### config.mk
export PLATFORM = sky130hd
export DESIGN_NAME = pulse_handshake_tx
export DESIGN_NICKNAME = d
export VERILOG_FILES = /design/src/rtl/pflink_pulse_pkg.sv /design/src/rtl/sync_bit.sv /design/src/rtl/pulse_handshake_tx.sv
export SDC_FILE = /design/constraint.sdc
export NUM_CORES = 1
export LEC_CHECK = 0
export CORE_MARGIN = 1.5
export CORE_UTILIZATION = 50
export DETAILED_ROUTE_END_ITERATION = 8
export GPL_TIMING_DRIVEN = 0
export PLACE_DENSITY = 0.85
export SETUP_SLACK_MARGIN = 0.4
export SYNTH_ARGS = -nofsm -noshare
export SYNTH_HDL_FRONTEND = slang
export SYNTH_SLANG_ARGS = --single-unit
### constraint.sdc
create_clock -name clk -period 2.2 [get_ports clk]
set_clock_uncertainty 0.15 [all_clocks]
set_input_delay 0.33 -clock clk [delete_from_list [all_inputs] [get_ports clk]]
set_output_delay 0.33 -clock clk [all_outputs]
set_load 0.01 [all_outputs]
### src/rtl/pflink_pulse_pkg.sv
// Shared types for the pflink pulse crossing: handshake state encoding and counter width.
package pflink_pulse_pkg;
  typedef enum logic [1:0] {
    IDLE    = 2'd0,
    REQ     = 2'd1,
    RELEASE = 2'd2
  } phState_e;

  localparam int PULSE_TO_W = 16;
endpackage

### src/rtl/sync_bit.sv
// Two-flop level synchronizer with synchronous active-high reset.
module sync_bit (
  input  logic clk,
  input  logic rst,
  input  logic d,
  output logic q
);
  logic meta;

  always_ff @(posedge clk) begin
    if (rst) begin
      meta <= 1'b0;
      q    <= 1'b0;
    end else begin
      meta <= d;
      q    <= meta;
    end
  end
endmodule

### src/rtl/pulse_handshake_tx.sv
// Sender side of a pulse crossing: each clk-domain strobe becomes a four-phase req/ack exchange.
// Optional event queue enabled by PULSE_HANDSHAKE_TX_QUEUE_EN; default build drops pulses while busy.
module pulse_handshake_tx
  import pflink_pulse_pkg::*;
#(
  parameter int MIN_WIDTH = 4,
  parameter int TIMEOUT   = 1024,
  parameter int CNT_W     = 4
) (
  input  logic             clk,
  input  logic             rst,
  input  logic             pulse_i,
  input  logic             ack_i,
  output logic             req_o,
  output logic             busy_o,
  output logic             done_o,
  output logic             drop_o,
  output logic             err_o,
  output logic [CNT_W-1:0] pending_o
);
  localparam logic [PULSE_TO_W-1:0] MIN_L = PULSE_TO_W'(MIN_WIDTH);
  localparam logic [PULSE_TO_W-1:0] TO_L  = PULSE_TO_W'(TIMEOUT);

  phState_e              state, stateNxt;
  logic                  ackS;
  logic [PULSE_TO_W-1:0] stCnt;
  logic                  havePend, take, busyPulse, toHit;
  logic                  doneNxt, errNxt, dropNxt;

  sync_bit uAckSync (.clk(clk), .rst(rst), .d(ack_i), .q(ackS));

  // One age counter serves as both width and timeout count: 1 on the entry cycle.
  assign toHit  = (TO_L != '0) && (stCnt == TO_L);
  assign busy_o = (state != IDLE);

  always_ff @(posedge clk) begin
    if (rst) begin
      state <= IDLE;
      stCnt <= '0;
    end else begin
      state <= stateNxt;
      if (stateNxt != state)  stCnt <= PULSE_TO_W'(1);
      else if (stCnt != '1)   stCnt <= stCnt + PULSE_TO_W'(1);
    end
  end

  always_comb begin
    stateNxt = state;
    case (state)
      IDLE:    if (pulse_i || havePend) stateNxt = REQ;
      REQ:     if (ackS && stCnt >= MIN_L) stateNxt = RELEASE;
               else if (toHit)             stateNxt = IDLE;
      RELEASE: if (!ackS)     stateNxt = (pulse_i || havePend) ? REQ : IDLE;
               else if (toHit) stateNxt = IDLE;
      default: stateNxt = IDLE;
    endcase
  end

  always_comb begin
    take      = (state != REQ) && (stateNxt == REQ);
    busyPulse = pulse_i && !take;
    doneNxt   = (state == RELEASE) && !ackS;
    errNxt    = toHit && (((state == REQ) && (stateNxt == IDLE)) ||
                          ((state == RELEASE) && ackS));
  end

`ifdef PULSE_HANDSHAKE_TX_QUEUE_EN
  localparam logic [CNT_W-1:0] PEND_MAX = '1;
  logic [CNT_W-1:0] pend;
  logic             fromPend, incOk;

  // Pulse has priority over the queue when both could start a handshake.
  assign fromPend = take && !pulse_i;
  assign incOk    = busyPulse && (pend != PEND_MAX);
  assign havePend = (pend != '0);
  assign dropNxt  = busyPulse && (pend == PEND_MAX) && !fromPend;
  assign pending_o = pend;

  always_ff @(posedge clk) begin
    if (rst)                         pend <= '0;
    else if (incOk && !fromPend)     pend <= pend + CNT_W'(1);
    else if (fromPend && !busyPulse) pend <= pend - CNT_W'(1);
  end
`else
  assign havePend  = 1'b0;
  assign dropNxt   = busyPulse;
  assign pending_o = '0;
`endif

  always_ff @(posedge clk) begin
    if (rst) begin
      req_o  <= 1'b0;
      done_o <= 1'b0;
      drop_o <= 1'b0;
      err_o  <= 1'b0;
    end else begin
      req_o  <= (stateNxt == REQ);
      done_o <= doneNxt;
      drop_o <= dropNxt;
      err_o  <= errNxt;
    end
  end
endmodule
Word-level counts from Yosys, hierarchy flattened
Cells that the tools add are included.
{"block": "word_totals", "register_bits": 24, "inputBits": 4}
{"block": "classes", "addsub": 1, "n_lt_le_gt_ge": 1, "eq_ne": 7, "muxes": 8, "reduce_logical": 15}
{"cell": "16-bit by 1-bit adder with 16-bit output, second input constant", "count": 1}
{"cell": "16-bit by 11-bit == test with 1-bit output, second input constant", "count": 1}
{"cell": "16-bit by 3-bit greater-or-equal comparator with 1-bit output, second input constant", "count": 1}
{"cell": "16-bit inequality test, second input constant", "count": 1}
{"cell": "2-bit 2-to-1 mux", "count": 4}
{"cell": "1-bit logical AND", "count": 7}
{"cell": "2-bit case mux with 3 select lines", "count": 1}
{"cell": "2-bit by 1-bit == test with 1-bit output, second input constant", "count": 2}
{"cell": "2-bit logical NOT", "count": 2}
{"cell": "2-bit nonzero test", "count": 2}
{"cell": "1-bit 2-to-1 mux", "count": 3}
{"cell": "2-bit == test, second input constant", "count": 1}
{"cell": "1-bit logical NOT", "count": 2}
{"cell": "2-bit by 1-bit inequality test with 1-bit output, second input constant", "count": 1}
{"cell": "2-bit inequality test", "count": 1}
{"cell": "2-bit OR reduction", "count": 1}
{"cell": "1-bit logical OR", "count": 1}

Logic depth before layout (Yosys ltp)
{"block": "depth", "ltp_word": 8, "ltp_mapped": 8, "depth_no_buf": 7}

By module
A second synthesis with hierarchy kept.
{"block": "hier_totals", "hier_cells": 142, "area_unflattened_um2": 1263.7}
{"module": "pulse_handshake_tx", "instances": 1, "cells_each": 138, "area_per_inst_um2": 1211.2, "seq_area_each_um2": 440.4}
{"module": "sync_bit", "instances": 1, "cells_each": 4, "area_per_inst_um2": 52.6, "seq_area_each_um2": 40.0}

Worst setup path before layout
No wires, ideal clock.
{"block": "synth_timing", "kind": "register to register", "start": "register stCnt[9]", "end": "register stCnt[14]", "setup_ns": 0.116, "arrival_ns": 1.941, "path_slack_ns": -0.007, "stages_incl_launch_ff": 7, "path_buffers": 1, "cell_sequence": "dfxtp_1 -> or4_4 -> nor4_4 -> a2111oi_4 -> o31ai_4 -> buf_6 -> nor2_1"}
{"block": "synth_between", "elab_chain_len": 6}
{"element": "start, declared", "line": "pulse_handshake_tx.sv:26", "source": "logic [PULSE_TO_W-1:0] stCnt;"}
{"element": "start signal, assigned", "line": "pulse_handshake_tx.sv:43", "source": "else if (stCnt != '1) stCnt <= stCnt + PULSE_TO_W'(1);"}
{"element": "16-bit by 3-bit greater-or-equal comparator with 1-bit output / 16-bit by 11-bit == test with 1-bit output (equally long branches)", "line": "pulse_handshake_tx.sv:51, pulse_handshake_tx.sv:33"}
{"element": "1-bit logical AND / 2-bit 2-to-1 mux (equally long branches)", "line": "pulse_handshake_tx.sv:51, pulse_handshake_tx.sv:52, pulse_handshake_tx.sv:54"}
{"element": "2-bit 2-to-1 mux (on tied branches)", "line": "pulse_handshake_tx.sv:51, pulse_handshake_tx.sv:53"}
{"element": "2-bit case mux with 3 select lines", "line": "pulse_handshake_tx.sv:49", "source": "case (state)"}
{"element": "2-bit inequality test", "line": "pulse_handshake_tx.sv:42", "source": "if (stateNxt != state) stCnt <= PULSE_TO_W'(1);"}
{"element": "2-bit OR reduction (no source line)"}
Parallel ways exist; a longest one is shown, timed or not.
A chain may end at the register's enable or synchronous reset.

Worst setup path after layout
{"block": "layout_timing", "start": "register stCnt[9]", "end": "register stCnt[2]"}
The elaborated chain is that of the path after synthesis.

==> out/results.tsv <==
metric	value	unit
status	finished, violations left	
failing checks	negative setup slack	
TNS Setup	-1410	ps
TritonCTS Sinks	24	
hold_buf cts	0	
# diodes	0	
synthesized area	1280	um2
CTS root buf	clkbuf_4	
wire per inst	14.1	um
share of flip-flops with an asynchronous set or reset	0	
post-synthesis area per instance	8.89	um2
largest net degree at the start of global routing	14	
worst ir drop on vdd	384	uV
Starting Density	0.521	
max cap viols	0	
vias in the first global route	959	
Tot GR Track Use	0.199	
Die ar.	2870	um2
Layout area overhead	22.8	%
sequential-to-total area share from yosys stat	0.375	
clock-pin slew on the worst setup and hold paths	130	ps
drt pass-1 iters	5	
power after layout	784	uW
core region area	2450	um2
RSZ-0062 raised after global routing	true	
post-DP HPWL	1850	um
Placer Congestion	0.896	
I/O pin count	13	
NumNets Final	174	
Post-synth EDFFs	0	
GRT Residual Overflow	0	
Die Width	53.6	um
CP endpoint kind	flop	
pwr dens	499	nW/um2
PnR worst setup slack	-125	ps
H-tree depth	1	
Worst Hold Class	in -> reg	
Yosys cell types	44	
Antenna Nets Post-Route	0	
Die Y	53.6	um
period utilisation layout	1.06	
Worst setup SP type	flop	
CTS tree	yes	
IO buf count	7	
worst hold path depth	2	
Post-Syn Instances	144	
Slew HR	0.553	
routed via count	1112	
FP Rows	18	
Syn. warnings	0	
number of buffers created by CTS	3	
#FFs+latches synth	24	
final setup fails	16	
Synth Flop Type	dfxtp_1	
initial antenna violation count	0	
met1 Use GR	0.253	
final wirelength	2770	um
Peak Freq	430	MHz
M3 GR Usage	0.0194	
Starting DRT DRC Count	42	
clk buf depth	2	
Cells after DPL	184	
later-pin clock latency in the skew report	320	ps
gr busiest metal	met2	
first-pass GRT wire length	4190	um
Worst-Margin Slew	666	ps
detailed-route DRC error count	0	
post-route insts no fill	197	
max-slew violation count	0	
Reg2Reg Depth	6	
met2 Track Usage GR	0.340	
Setup CP Type	reg -> reg	
Final Hold Vio Count	0	
WP data required	2300	ps
CP Max Fanout	6	
share of layout cells above drive strength 1	0.293	
fin crit period	2320	ps
Pleak	0.000550	uW
WP data arrival	2420	ps
final core occ	0.640	
routed vias/inst	5.64	
worst paths after layout:
path | start | to | slack (ps)
hold reg to reg | uAckSync.meta | uAckSync.q | 320
hold / removal | rst | state[0] | 40
setup reg to reg | stCnt[9] | stCnt[2] | -120
setup / recovery | stCnt[9] | stCnt[2] | -120
repair_timing:
item | 4_1_cts | 5_1_grt
gates cloned | 0 | 0
resized for setup | 10 | 8
endpoints found under the hold margin | 0 | 0
endpoints found under the setup margin | 21 | 21
setup buffers | 4 | 6
pin swaps | 2 | 7
worst max-delay path, stage by stage, from the launching register on:
cell and delay [ps]:
dfxtp_2 350, or4_4 560, o41a_1 450, a2111oi_4 320, o31ai_4 140, buf_4 160
a211oi_2 130
flip-flops by register name (all words and copies together) (netlist names):
register,count
drop_o,1
done_o,1
err_o,1
req_o,1
uAckSync.q,1
state,2
stCnt,16
uAckSync.meta,1
per-layer routing:
layer / part of all wire / up-vias
met2: 0.51 / 37
met1: 0.44 / 514
li1: - / 557
met4: 0.016 / 0
met5: 0 / -
met3: 0.037 / 4
report_power, final:
part           switching [uW]  internal, uW
registers                6.27           444
logic                    48.8          49.0
clock network             135           101
synthesized netlist by cell type (all sizes together), types with 2 or more instances:
| master | count | share of area |
|---|---|---|
| dfxtp | 24 | 0.38 |
| a31oi | 2 | 0.0098 |
| nand3b | 2 | 0.012 |
| nand2 | 12 | 0.035 |
| nand3 | 3 | 0.012 |
| nor3 | 8 | 0.031 |
| inv | 6 | 0.018 |
| xnor2 | 6 | 0.041 |
| nor2 | 20 | 0.059 |
| o21ai | 2 | 0.0078 |
| a311oi | 2 | 0.014 |
| nor2b | 4 | 0.020 |
| xor2 | 2 | 0.014 |
| nand4 | 3 | 0.015 |
| and2 | 2 | 0.011 |
| nor4 | 5 | 0.036 |
| ha | 2 | 0.020 |
| buf | 7 | 0.047 |
| a211oi | 5 | 0.029 |
| a21oi | 6 | 0.029 |
| or4 | 3 | 0.023 |
stage by stage:
step | hold WS, ps | setup slack (ps) | cell area (um2)
2_1_floorplan | 264 | 3.68 | 1300
3_3_place_gp | 268 | -163 | 1410
3_5_place_dp | 302 | -206 | 1410
4_1_cts | 53.4 | -87.1 | 1490
5_1_grt | 47.6 | -209 | 1570
6_report | 37.7 | -125 | 1570
cells in the final DEF (no fill, tap or decap), types with 3 or more instances in the layout:
cell type | synthesis | routed
nor4_1 | 4 | 4
or4_4 | 2 | 3
conb_1 | 1 | 4
nand2_1 | 12 | 12
clkdlybuf4s50_1 | 0 | 6
nand4_1 | 3 | 3
a21oi_1 | 4 | 3
nor2b_1 | 4 | 4
dfxtp_2 | 0 | 6
nand3_1 | 3 | 3
nor2_1 | 20 | 18
dfxtp_1 | 24 | 18
xnor2_1 | 6 | 6
clkbuf_4 | 0 | 3
buf_4 | 5 | 15
inv_1 | 6 | 6
nor3_2 | 0 | 4
nor3_1 | 8 | 4
a211oi_1 | 5 | 3
cell type report:
type,instances,area (um2)
buffer,7,60.1
multi-input combinational,109,783
tap,30,37.5
sequential,24,488
timing repair buffer,17,144
clock buffer,4,36.3
fill,178,883
inverter,6,22.5
cell families (layout without fill, tap and decap cells):
family | Yosys count | count (layout) | share of synthesized area
multiplexers | 1 | 1 | 0.00782
other | 1 | 4 | 0.00293
flip-flops | 24 | 24 | 0.375
XOR/XNOR | 8 | 8 | 0.0547
AND/OR/NAND/NOR | 68 | 68 | 0.290
adder cells (fa/ha/maj) | 2 | 2 | 0.0195
AO/OA/AOI/OAI | 26 | 26 | 0.176
buffers and inverters | 14 | 34 | 0.0733
Power figures use the tool's default switching activity.
==> RTL change: new RTL, same settings <==
Set the parameter `CNT_W` to 5 (it was 4).
--- a/src/rtl/pulse_handshake_tx.sv
+++ b/src/rtl/pulse_handshake_tx.sv
@@ -5,7 +5,7 @@
 #(
   parameter int MIN_WIDTH = 4,
   parameter int TIMEOUT   = 1024,
-  parameter int CNT_W     = 4
+  parameter int CNT_W     = 5
 ) (
   input  logic             clk,
   input  logic             rst,
Interface: changed (resized pending_o); port bits go from 13 to 14. The function was not compared with the original's and may differ.
==> RTL change against the unedited design <==
  * The run still ends with negative setup slack left
  * First-iteration DRC count increased by 26%
  * Synthesized area increased by 0.59%
  * Setup slack got worse by 0.082 ns
  * Total power increased by 3.3%
  * Cell area increased by 5.5%
  * Wire length increased by 21%
  * Sequential cell count unchanged
  * Largest power group unchanged
==> RTL change: results (changes against the unedited design) <==
** Detailed routing
- The via-per-instance ratio came to 6.06 (+7.4%).
- The detailed route wirelength on metal3 came to 201 um (+93%).
- First-pass detailed-route iteration total :: 4 (-1)
- DRT met1 WL :: 1.41 mm (+16%)
- The highest layer touched by signal routing is met4.
- 1st-iter DRT viols :: 53 (+26%)
- The routed wire length per instance was 16.5 um (+17%).
- The total length of routed met2 wires is 1.61 mm (+15%).

** STA
- Final critical-path setup slack :: -0.207 ns (-0.0816 ns)
- The final setup violation count is 18 (+2).
- The normalized max-slew margin came to 0.445 (-0.108).

** Power
- Clock network power :: 247 uW (+5%)
- LEAKAGE :: 0.580 nW (+5.4%)
- The power dissipated by switching net loads was 209 uW (+9.8%).
- The worst voltage drop across the vdd grid is 0.387 mV (+1.0%).
- Post-route total power :: 810 uW (+3.3%)

** Setup path
- CP endpoint :: stCnt[14]$_SDFFE_PP0P_
- The critical path starts at stCnt[5]$_SDFFE_PP0P_.
- Number of cell instances on the worst register-to-register path :: 8 (+2)
- Worst Path Arrival :: 2.49 ns (+0.07 ns)
- Worst Path Max Fanout :: 5 (-1)

** Synthesis
- The number of warnings reported in the yosys synthesis log is 0 (unchanged).
- Fraction of the mapped netlist area in adder cells :: 0.0194 (-0.000114)
- Area contributors post-synth :: dfxtp_1, nor2_1, xnor2_1
- Share of synthesized area occupied by flip-flops and latches :: 0.373 (-0.00219)
- The fraction of the mapped netlist area in compound gates is 0.175 (-0.00103).
- Count of mapped cells out of synthesis :: 145 (+0.69%)
- Xor-xnor portion of the synthesized cell area :: 0.0544 (-0.000319)
- Proportion of synthesized area in mux cells :: 0.00777 (-0.0000456)

** Status
- Outcome :: finished, violations left
- The final reports fail on negative setup slack.

** Layout
- The fraction of final layout cells with drive strength greater than 1 came to 0.393 (+0.0997).
- The number of standard cells in the final layout excluding fillers was 203 (+3.0%).
- The final layout net count was 180 (+3.4%).

** Global routing
- Fraction of met2 tracks used by global routing :: 0.354 (+0.0142)
- Overall track demand over capacity in global routing :: 0.217 (+0.0182)
- Vias in the first global route :: 1034 (+7.8%)
- Met3 global-route usage :: 0.0306 (+0.0111)
- The first-pass GRT wire length came to 4.55 mm (+8.6%).
- The fraction of met1 tracks used by global routing is 0.269 (+0.0157).

** Clock tree
- Number of cells upsized or downsized after cts :: 14 (+4)
- Setup repair bufs after CTS :: 6 (+2)

** Placement
- Cell total after placement :: 186 (+1.1%)
- Gp weighted congestion :: 0.863 (-3.7%)
- Worst slack, placed :: -0.197 ns (+0.00836 ns)
- Placed instance area :: 0.00142 mm^2 (+0.80%)
- The post-detailed-placement half-perimeter wirelength came to 1.87 mm (+1.2%).

** Min path
- Worst hold path class :: in2reg
- The path with the worst hold slack has its endpoint at err_o$_SDFF_PP0_.
RTL change: critical path, delay by kind of cell (launching register included):
kind / cells / cell delay (ns)
simple gates: 3 / 0.92
flops: 1 / 0.39
compound gates: 2 / 0.35
buf+inv: 3 / 0.49
RTL change: cells by family after synthesis:
| logic type | after synthesis |
|---|---|
| other | 1 |
| AOI/OAI and AO/OA | 26 |
| buffers and inverters | 15 |
| DFF | 24 |
| muxes | 1 |
| xor gates and xnor gates | 8 |
| and+or+nand+nor | 68 |
| adders and majority gates | 2 |
RTL change: metrics by stage:
step	setup TNS (ns)	hold WS, ns
after floorplan	0	0.264
after global placement	-1.70	0.268
after detailed placement	-2.07	0.287
after CTS	-1.28	0.0380
after global routing	-3.46	0.0454
final	-2.74	0.0449
RTL change: final cells by class:
class,instances,area [um^2]
Clock buffer,4,36.3
Buffer,8,67.6
Sequential cell,24,497
Timing Repair Buffer,21,178
Inverter,6,22.5
Multi-Input combinational cell,110,820
Fill cell,177,797
Tap cell,30,37.5
